## config.mk

```make
export PLATFORM = sky130hd
export DESIGN_NAME = dct2_transpose_ctrl
export DESIGN_NICKNAME = d
export VERILOG_FILES = /design/src/rtl/dct2_transpose_ctrl.sv
export SDC_FILE = /design/constraint.sdc
export NUM_CORES = 1
export LEC_CHECK = 0
export BUFFER_PORTS_ARGS = -buffer_cell sky130_fd_sc_hd__clkbuf_2
export CELL_PAD_IN_SITES_DETAIL_PLACEMENT = 1
export CELL_PAD_IN_SITES_GLOBAL_PLACEMENT = 2
export CORE_MARGIN = 4
export CORE_UTILIZATION = 30
export CTS_CLUSTER_DIAMETER = 120
export CTS_CLUSTER_SIZE = 40
export DETAILED_ROUTE_END_ITERATION = 6
export PLACE_DENSITY_LB_ADDON = 0.1
export SLEW_MARGIN = 15
export SYNTH_ARGS = -nofsm -noshare
export SYNTH_HDL_FRONTEND = slang
export SYNTH_SLANG_ARGS = --single-unit
```

## constraint.sdc

```tcl
create_clock -name clock -period 3.1 [get_ports clock]
set_input_delay 0.155 -clock clock [delete_from_list [all_inputs] [get_ports clock]]
set_output_delay 0.155 -clock clock [all_outputs]
set_load 0.05 [all_outputs]
```

## src/rtl/dct2_transpose_ctrl.sv

```systemverilog
// Handshake sequencer for the 32x32 transpose buffer: loads N_ROWS rows, then drains N_ROWS columns.
// Optional statistics counters are enabled by defining DCT2_TRANSPOSE_CTRL_STATS_EN.
module dct2_transpose_ctrl #(
    parameter int N_ROWS = 32,
    parameter int CNT_W  = 5
) (
    input  logic             clock,
    input  logic             reset,
    input  logic             flush,
    input  logic             in_valid,
    output logic             in_ready,
    output logic             tb_enable,
    output logic             tb_direction,
    output logic             out_valid,
    input  logic             out_ready,
    output logic [CNT_W-1:0] out_col,
    output logic             out_last,
`ifdef DCT2_TRANSPOSE_CTRL_STATS_EN
    output logic [15:0]      blk_count,
    output logic [15:0]      stall_cnt,
`endif
    output logic [CNT_W-1:0] row_cnt
);

    generate
        if ((2 ** CNT_W) < N_ROWS) begin : g_bad_cnt_w
            $error("CNT_W too narrow for N_ROWS");
        end
    endgenerate

    typedef enum logic {
        LOAD  = 1'b0,
        DRAIN = 1'b1
    } state_t;

    localparam logic [CNT_W-1:0] LAST_IDX = CNT_W'(N_ROWS - 1);

    state_t           state_q, state_d;
    logic [CNT_W-1:0] row_q, row_d;
    logic [CNT_W-1:0] col_q, col_d;
    logic             row_acc;
    logic             col_acc;

    // A beat is accepted only when flush is low; flush swallows any handshake in its cycle.
    assign row_acc = (state_q == LOAD)  && in_valid  && !flush;
    assign col_acc = (state_q == DRAIN) && out_ready && !flush;

    // NOTE: sequential state uses non-blocking assignments so every register samples pre-edge values.
    always_ff @(posedge clock or negedge reset) begin
        if (!reset) begin
            state_q <= LOAD;
        end else begin
            state_q <= state_d;
        end
    end

    // NOTE: every signal assigned in a combinational block gets a default first, so no latch is inferred.
    always_comb begin
        state_d = state_q;
        if (flush) begin
            state_d = LOAD;
        end else begin
            case (state_q)
                LOAD:    if (row_acc && (row_q == LAST_IDX)) state_d = DRAIN;
                DRAIN:   if (col_acc && (col_q == LAST_IDX)) state_d = LOAD;
                default: state_d = LOAD;
            endcase
        end
    end

    always_comb begin
        in_ready     = 1'b0;
        tb_enable    = 1'b0;
        tb_direction = 1'b0;
        out_valid    = 1'b0;
        out_last     = 1'b0;
        case (state_q)
            LOAD: begin
                in_ready  = 1'b1;
                tb_enable = row_acc;
            end
            DRAIN: begin
                tb_direction = 1'b1;
                out_valid    = 1'b1;
                tb_enable    = col_acc;
                out_last     = (col_q == LAST_IDX);
            end
            default: begin
                in_ready = 1'b1;
            end
        endcase
    end

    // Clear on the final beat takes priority over increment, so counters never pass N_ROWS-1.
    always_comb begin
        row_d = row_q;
        col_d = col_q;
        if (flush) begin
            row_d = '0;
            col_d = '0;
        end else begin
            if (row_acc) row_d = (row_q == LAST_IDX) ? '0 : row_q + 1'b1;
            if (col_acc) col_d = (col_q == LAST_IDX) ? '0 : col_q + 1'b1;
        end
    end

    always_ff @(posedge clock or negedge reset) begin
        if (!reset) begin
            row_q <= '0;
            col_q <= '0;
        end else begin
            row_q <= row_d;
            col_q <= col_d;
        end
    end

    assign out_col = col_q;
    assign row_cnt = row_q;

`ifdef DCT2_TRANSPOSE_CTRL_STATS_EN
    // Statistics survive flush; only reset clears them.
    always_ff @(posedge clock or negedge reset) begin
        if (!reset) begin
            blk_count <= '0;
            stall_cnt <= '0;
        end else begin
            if (col_acc && (col_q == LAST_IDX)) begin
                blk_count <= blk_count + 16'd1;
            end
            if ((state_q == DRAIN) && !out_ready && (stall_cnt != 16'hFFFF)) begin
                stall_cnt <= stall_cnt + 16'd1;
            end
        end
    end
`endif

endmodule

```

### Word-level counts from Yosys, hierarchy flattened

Index checks and enable logic that the tools add are counted.
Widths: inputs -> output; s select.

* flip-flop bits (word level): 11
* output and inout bits: 15
* logic and storage cells: 31
* input port bits: 5

* muxes and demuxes: 14
* reduce and logical (&&, ||, !) cells: 9
* bitwise gates (word level): 1
* eq/ne operators: 2
* add/subtract/negate cells: 2

Operators with widths (count)
* $mux 5: 6
* $add 5x1->5 const B: 2
* $eq 5x5->1 const B: 2
* $logic_and 1x1->1: 6
* $mux 1: 6
* $pmux 1 s2: 2
* $reduce_bool 2->1: 2
* $logic_not 1->1: 1
* $not 1->1: 1

### Logic depth before layout (Yosys ltp)

Gate-level depths: netlist of the first run.

* word-level depth: 7
* gate-level depth with buffers: 6
* depth with buffers taken out: 6

### Worst setup path after synthesis of the first run

Ideal clock, no wire load.

* kind: reg2reg
* start point: register col_q[0], in the netlist out_col[0]
* end point: register col_q[2], in the netlist out_col[2]
* path buffers: 0
* period minus slack after synthesis: 1.987 ns
* cell stages (with the launch flop): 6
* arrival time: 1.909 ns
* data required time: 3.022 ns
* library setup time: 0.078 ns
* path slack: 1.113 ns
* path through: dfrtp_1 ha_1 and3_1 ha_1 or4b_1 a21oi_1

* longest elaborated chain between the ends: 4
* elaborated cells on any way between the ends: 5
* classes of those cells: 1 x add/sub; 1 x eq/ne; 3 x mux

Ends and longest elaborated chain
* from (decl): line 40 `logic [CNT_W-1:0] col_q, col_d;`
* from (signal assigned): line 113 `col_q <= col_d;`
* $add 5x1->5 or $eq 5x5->1 (tied branches): line 103 `if (col_acc) col_d = (col_q == LAST_IDX) ? '0 : col_q + 1'b1;`
* $mux 5 (*) (2 in a row): line 103
* $mux 5 (*): line 98 `if (flush) begin`

Mark *: on every way between the ends. The rest lies on a longest branch, timed or not. The select of a mux whose other input is x is not followed.
A chain may end at the register's enable or synchronous reset.

### Final worst setup path of the first run

* start point: register col_q[0], in the netlist out_col[0]
* end point: output out_last

* longest elaborated chain between the ends: 2

Ends and longest elaborated chain
* $eq 5x5->1: line 86 `out_last = (col_q == LAST_IDX);`
* $mux 1: line 77 `case (state_q)`
* to (decl): line 17 `output logic out_last,`

Every way passes these cells.

==> results of run 1 <==
[kinds of logic after synthesis]
logic type	count (synthesis)
AND/OR/NAND/NOR	23
AO/OA/AOI/OAI	17
flip-flops	11
buffers and inverters	4
adder cells (fa/ha/maj)	4
multiplexers	2
[cells in the final DEF, fill, tap and decap left out, drive strengths merged]
| master | instances |
|---|---|
| dlygate4sd3 | 1 |
| a21oi | 10 |
| o21ai | 4 |
| nand3 | 3 |
| or3 | 2 |
| and2 | 1 |
| ha | 4 |
| inv | 1 |
| clkbuf | 22 |
| dfrtp | 11 |
| and3 | 2 |
| nor2 | 4 |
| nand4b | 1 |
| nand2b | 1 |
| mux2i | 2 |
| a31oi | 2 |
| a211oi | 1 |
| or4b | 2 |
| nand2 | 5 |
| or4 | 2 |
| clkinv | 1 |
[cells in the mapped netlist]
cell	n
a211oi_1	1
a21oi_1	10
a31oi_1	2
and2_2	1
and3_1	2
buf_4	1
buf_6	1
clkbuf_1	1
dfrtp_1	11
ha_1	4
inv_1	1
mux2i_1	2
nand2_1	5
nand2b_1	1
nand3_1	3
nand4b_1	1
nor2_1	4
o21ai_0	4
or3_1	1
or3_2	1
or4_1	2
or4b_1	2
[flip-flops by register name, indices dropped and copies added (netlist names)]
register	count
out_col	5
row_cnt	5
state_q	1
[layout make-up]
| type | count | area (um2) |
|---|---|---|
| Timing Repair Buffer | 20 | 105.1 |
| Clock buffer | 3 | 22.52 |
| Inverter | 1 | 3.754 |
| Fill cell | 229 | 1066 |
| Clock inverter | 1 | 5.005 |
| Tap cell | 25 | 31.28 |
| Sequential cell | 11 | 275.3 |
| Multi-Input combinational cell | 46 | 292.8 |
[worst max-delay path: cells and delay by family (launching register included)]
family / cells / cell delay, ps
flip-flops: 1 / 440
buffers and inverters: 1 / 230
AND/OR/NAND/NOR: 2 / 390
adder cells (fa/ha/maj): 2 / 490
[where the power goes]
part | leakage, nW | switching (mW) | internal [mW]
Sequential | 0.152 | 0.00286 | 0.145
Clock | 0.0177 | 0.0533 | 0.0478
Combinational | 0.195 | 0.0210 | 0.00789
Total | 0.365 | 0.0771 | 0.201
[routing by layer]
metal	global-route usage [%]	up-vias
met5	0	-
met4	3.830	0
met3	5.983	0
met2	19.21	18
met1	17.28	254
li1	-	267
[worst paths after layout]
check                                   to       start  cells past startpoint
min in group asynchronous       row_cnt[0]       reset                      2
worst max register to register  out_col[2]  out_col[0]                      5
max in group asynchronous       row_cnt[2]       reset                      2
worst max-delay path              out_last  out_col[0]                      5
worst min-delay path               state_q   out_ready                      2
worst min register to register  out_col[4]  out_col[4]                      2
[timing repair]
item	CTS	global route
hold endpoints to repair	11	0
setup endpoints to repair	0	0
hold buffers	1	0
[metrics by stage]
| stage | total power, mW | instances | hold slack [ps] | instance area [um2] | setup slack (ps) |
|---|---|---|---|---|---|
| 2_1_floorplan | 0.1694 | 61 | -140.6 | 594.3 | 1113 |
| 3_3_place_gp | 0.1798 | 102 | 64.94 | 698.2 | 1275 |
| 3_5_place_dp | 0.1800 | 102 | 56.62 | 698.2 | 1244 |
| 4_1_cts | 0.2847 | 107 | 112.3 | 735.7 | 1095 |
| 5_1_grt | 0.2973 | 107 | 112.9 | 735.7 | 998.1 |
| 6_report | 0.2781 | 107 | 122.6 | 735.7 | 1120 |
==> impl_metrics.yaml, run 1 <==
global_routing:
  first_global_vias: 551
  overflow: 0
  antenna_found_initial: 0
  track_usage_pct: 13.18
  grt_pass1_wl_mm: 2.587
  grt_max_degree: 13
route:
  via_per_inst: 5.037
  met2_length_um: 689
  dr.first_iter.drc_count: 1
  drt-met1-wl_um: 735
  firstDrtPassIters: 2
  wl_mm: 1.533
  ant_nets: 0
  highest_layer: "met3"
  vias: 539
  wire_per_inst_um: 14.33
  wl_met3_um: 107
  drc: 0
sta:
  setup_viol: 0
  finalHoldViolCount: 0
  rsz0062_at_grt: "no"
  worst_pin_slew_ps: 333.5
  skew_ps: 3.063
  max_freq_mhz: 505.0
  slew_headroom_pct: 77.77
  setup_tns_ps: 0
  slew_violations: 0
  period_minus_slack_ps: 1980
  finalCritPeriodShare_pct: 63.87
worst_setup_path:
  cpPeakStageDelay_ps: 440
  cp.required_ps: 2940
  worstSetupPathType: "reg -> out"
  path_max_fanout: 7
  start_kind: "flip-flop"
  path_cells: "ha_1, and3_1, ha_1, and2_2, clkbuf_2"
  slowest_stage: "dfrtp_1"
  crit_arrival_ps: 1830
  critPathCaptureType: "output pin"
  worst-r2r-setup-slack_ps: 1230
  cp_common_cell: "ha_1"
synth:
  synth_compound_area_share_pct: 15.16
  netlist_area_um2: 594.3
  syn_avg_cell_area_um2: 9.743
  yosysUniqueCellTypes: 22
  synth_top_family_by_area: "simple AND/OR/NAND/NOR gates"
  syn_nets: 70
  syn_inst: 61
  synth_fa_ha_area_share_pct: 8.421
  synth-simple-area-share_pct: 22.32
  synthMuxAreaShare_pct: 3.368
  synth_top_area_share_pct: 46.32
  synth-seq-cells: 11
  yosys_warnings: 0
  synth-seq-area-share_pct: 46.32
  synth-xor-area-share_pct: 0
  synth_area_leaders: "dfrtp_1 46%, a21oi_1 8.4%, ha_1 8.4%"
  yosysTopAreaCell: "dfrtp_1"
power_and_ir_drop:
  power_density_nw_per_um2: 378.0
  ir_drop_mv: 0.1903
  cellLeakagePower_nw: 0.3651
die:
  die-area_um2: 2757
  std_cell_rows: 15
  ioPinCount: 20
  start_util_pct: 32.99
  core_area_um2: 1802
  fp.dieW_um: 52.51
  die_y_um: 52.51
finish:
  drive_above_1_share_pct: 30.49
  final_nets: 92
  diodes: 0
  areaGrowthSynthToFinish_pct: 23.79
  postLayoutCoreUtil_pct: 40.83
clock_network:
  htreeDepth: 1
  cts_root_buffer: "clkbuf_4"
  cts_setup_buffers: 0
  clk_pin_slew_ps: 80
  cts_buffer_depth: 2
  insertion_delay_ps: 270
  cts_buffers: 3
  cts_tree: "yes"
  cts_resized: 0
  clock-sinks: 11
job:
  maxCapViolations: 0
place:
  dpl.hpwl_mm: 1.131
  gp_congestion: 0.7424
  io_buffers: 19
run_status:
  status: "finished clean"
min_path:
  min_path_type: "in -> reg"
Power figures use the tool's default switching activity.
==> run 2: changes to the inputs <==
CORE_UTILIZATION = 28   (was 30)
clock period = 1.95 ns   (was 3.1 ns; I/O delays follow)
==> run 2 against run 1 <==
Compared with the run above: hold slack worse by 73 ps; largest cell class unchanged; critical endpoint unchanged; flip-flop and latch count stayed put; power rose by 59%; largest power group unchanged.
==> impl_metrics.yaml, run 2 (synthesized netlist as in run 1, its figures left out) <==
worst_setup_path:
  ff2ff_path_depth: 5
  cpPeakStageDelay_ps: 450
  crit_path_end: "out_last"
  cp.required_ps: 1850
  r2r-start: "row_cnt[1]"
  slowest_stage: "dfrtp_2"
  path_max_fanout: 7
  path_cells: "ha_1, and3_1, ha_2, and2_2, clkbuf_4"
  crit_buf_inv: 1
  critPathCaptureType: "output pin"
  crit_arrival_ps: 1760
  crit_start: "out_col[0]"
  crit_family: "flip-flops"
  worstSetupPathType: "reg -> out"
  worst-r2r-setup-slack_ps: 120
  crit_cells: 5
  reg2reg_to: "row_cnt[2]"
  start_kind: "flip-flop"
sta:
  skew_ps: 6.264
  slew_headroom_pct: 77.42
  worst_pin_slew_ps: 338.7
  period_minus_slack_ps: 1854
  finalCritPeriodShare_pct: 95.07
  fin_hold_ws_ps: 49.22
  finalHoldViolCount: 0
  setup_viol: 0
  max_freq_mhz: 539.4
  layout_setup_ws_ps: 96.08
  rsz0062_at_grt: "no"
  setup_tns_ps: 0
  slew_violations: 0
power_and_ir_drop:
  intPower_uw: 325.0
  cellLeakagePower_nw: 0.3583
  power_uw: 443.4
  p_sw_uw: 118.3
  p_sw_share_pct: 26.69
  ir_drop_mv: 0.1797
  combPwrFrac_pct: 11.3
  clockPowerShare_pct: 35.8
  power_density_nw_per_um2: 587.6
  p_seq_share_pct: 52.9
clock_network:
  clock-sinks: 11
  insertion_delay_ps: 270
  cts_buffer_depth: 2
  cts_buffers: 3
  htreeDepth: 1
  cts_root_buffer: "clkbuf_4"
  clk_pin_slew_ps: 80
  cts_setup_buffers: 0
  cts_tree: "yes"
finish:
  areaGrowthSynthToFinish_pct: 26.95
  drive_above_1_share_pct: 36.14
  postLayoutCoreUtil_pct: 38.07
  final_common_cell: "clkbuf_2"
  final_nets: 93
  diodes: 0
  most-common-layout-cells: "18 x clkbuf_2, 10 x a21oi_1, 7 x dfrtp_1"
die:
  start_util_pct: 29.99
  ioPinCount: 20
  die-area_um2: 2924
  die_y_um: 54.07
  std_cell_rows: 16
  core_area_um2: 1982
  fp.dieW_um: 54.07
job:
  maxCapViolations: 0
global_routing:
  track_usage_pct: 13.15
  grt_pass1_wl_mm: 2.670
  overflow: 0
  first_global_vias: 555
  grt_max_degree: 13
  antenna_found_initial: 0
route:
  wire_per_inst_um: 14.48
  firstDrtPassIters: 4
  met2_length_um: 719
  via_per_inst: 4.964
  dr.first_iter.drc_count: 7
  drc: 0
  highest_layer: "met4"
  wl_mm: 1.593
  wl_met3_um: 77
  ant_nets: 0
  drt-met1-wl_um: 783
  vias: 546
place:
  place_ws_ps: 76.93
  gp_congestion: 0.7329
  io_buffers: 19
min_path:
  min_path_type: "in -> reg"
  min_delay_path_depth: 2
run_status:
  status: "finished clean"
-- run 2: worst min path at each step --
| stage | to | start |
|---|---|---|
| floorplan | out_col[0] | reset |
| global placement | out_col[2] | reset |
| detailed placement | out_col[2] | reset |
| CTS | state_q | out_ready |
| global route | state_q | out_ready |
| finish | state_q | out_ready |
-- run 2: routing by layer --
metal,track usage [%],vias to the layer above
li1,-,270
met2,19.56,13
met5,0,-
met4,6.224,0
met3,3.047,2
met1,17.79,261
-- run 2: power by group through the flow --
stage                     logic [mW]  registers (mW)  clock network (mW)
after floorplan               0.0187           0.251                   0
after CTS                     0.0514           0.235               0.168
after global routing          0.0547           0.235               0.177
after detailed placement      0.0493           0.239                   0
final                         0.0502           0.235               0.159
after global placement        0.0498           0.239                   0
-- run 2: metrics by stage --
| stage | area, um2 | std cells |
|---|---|---|
| 5_1_grt | 754.5 | 110 |
| 3_3_place_gp | 713.2 | 105 |
| 4_1_cts | 752.0 | 110 |
| 3_5_place_dp | 713.2 | 105 |
| 6_report | 754.5 | 110 |
| 2_1_floorplan | 599.3 | 61 |
-- run 2: cell type report --
class | instances | area (um2)
Fill cell | 242 | 1227
Sequential cell | 11 | 280.3
Clock buffer | 4 | 26.28
Timing Repair Buffer | 21 | 115.1
Tap cell | 27 | 33.78
Inverter | 1 | 3.754
Multi-Input combinational cell | 46 | 295.3
-- run 2: timing repair --
action,4_1_cts,5_1_grt
setup endpoints to repair,1,2
hold buffers,1,0
resized for setup,1,1
endpoints found under the hold margin,11,0
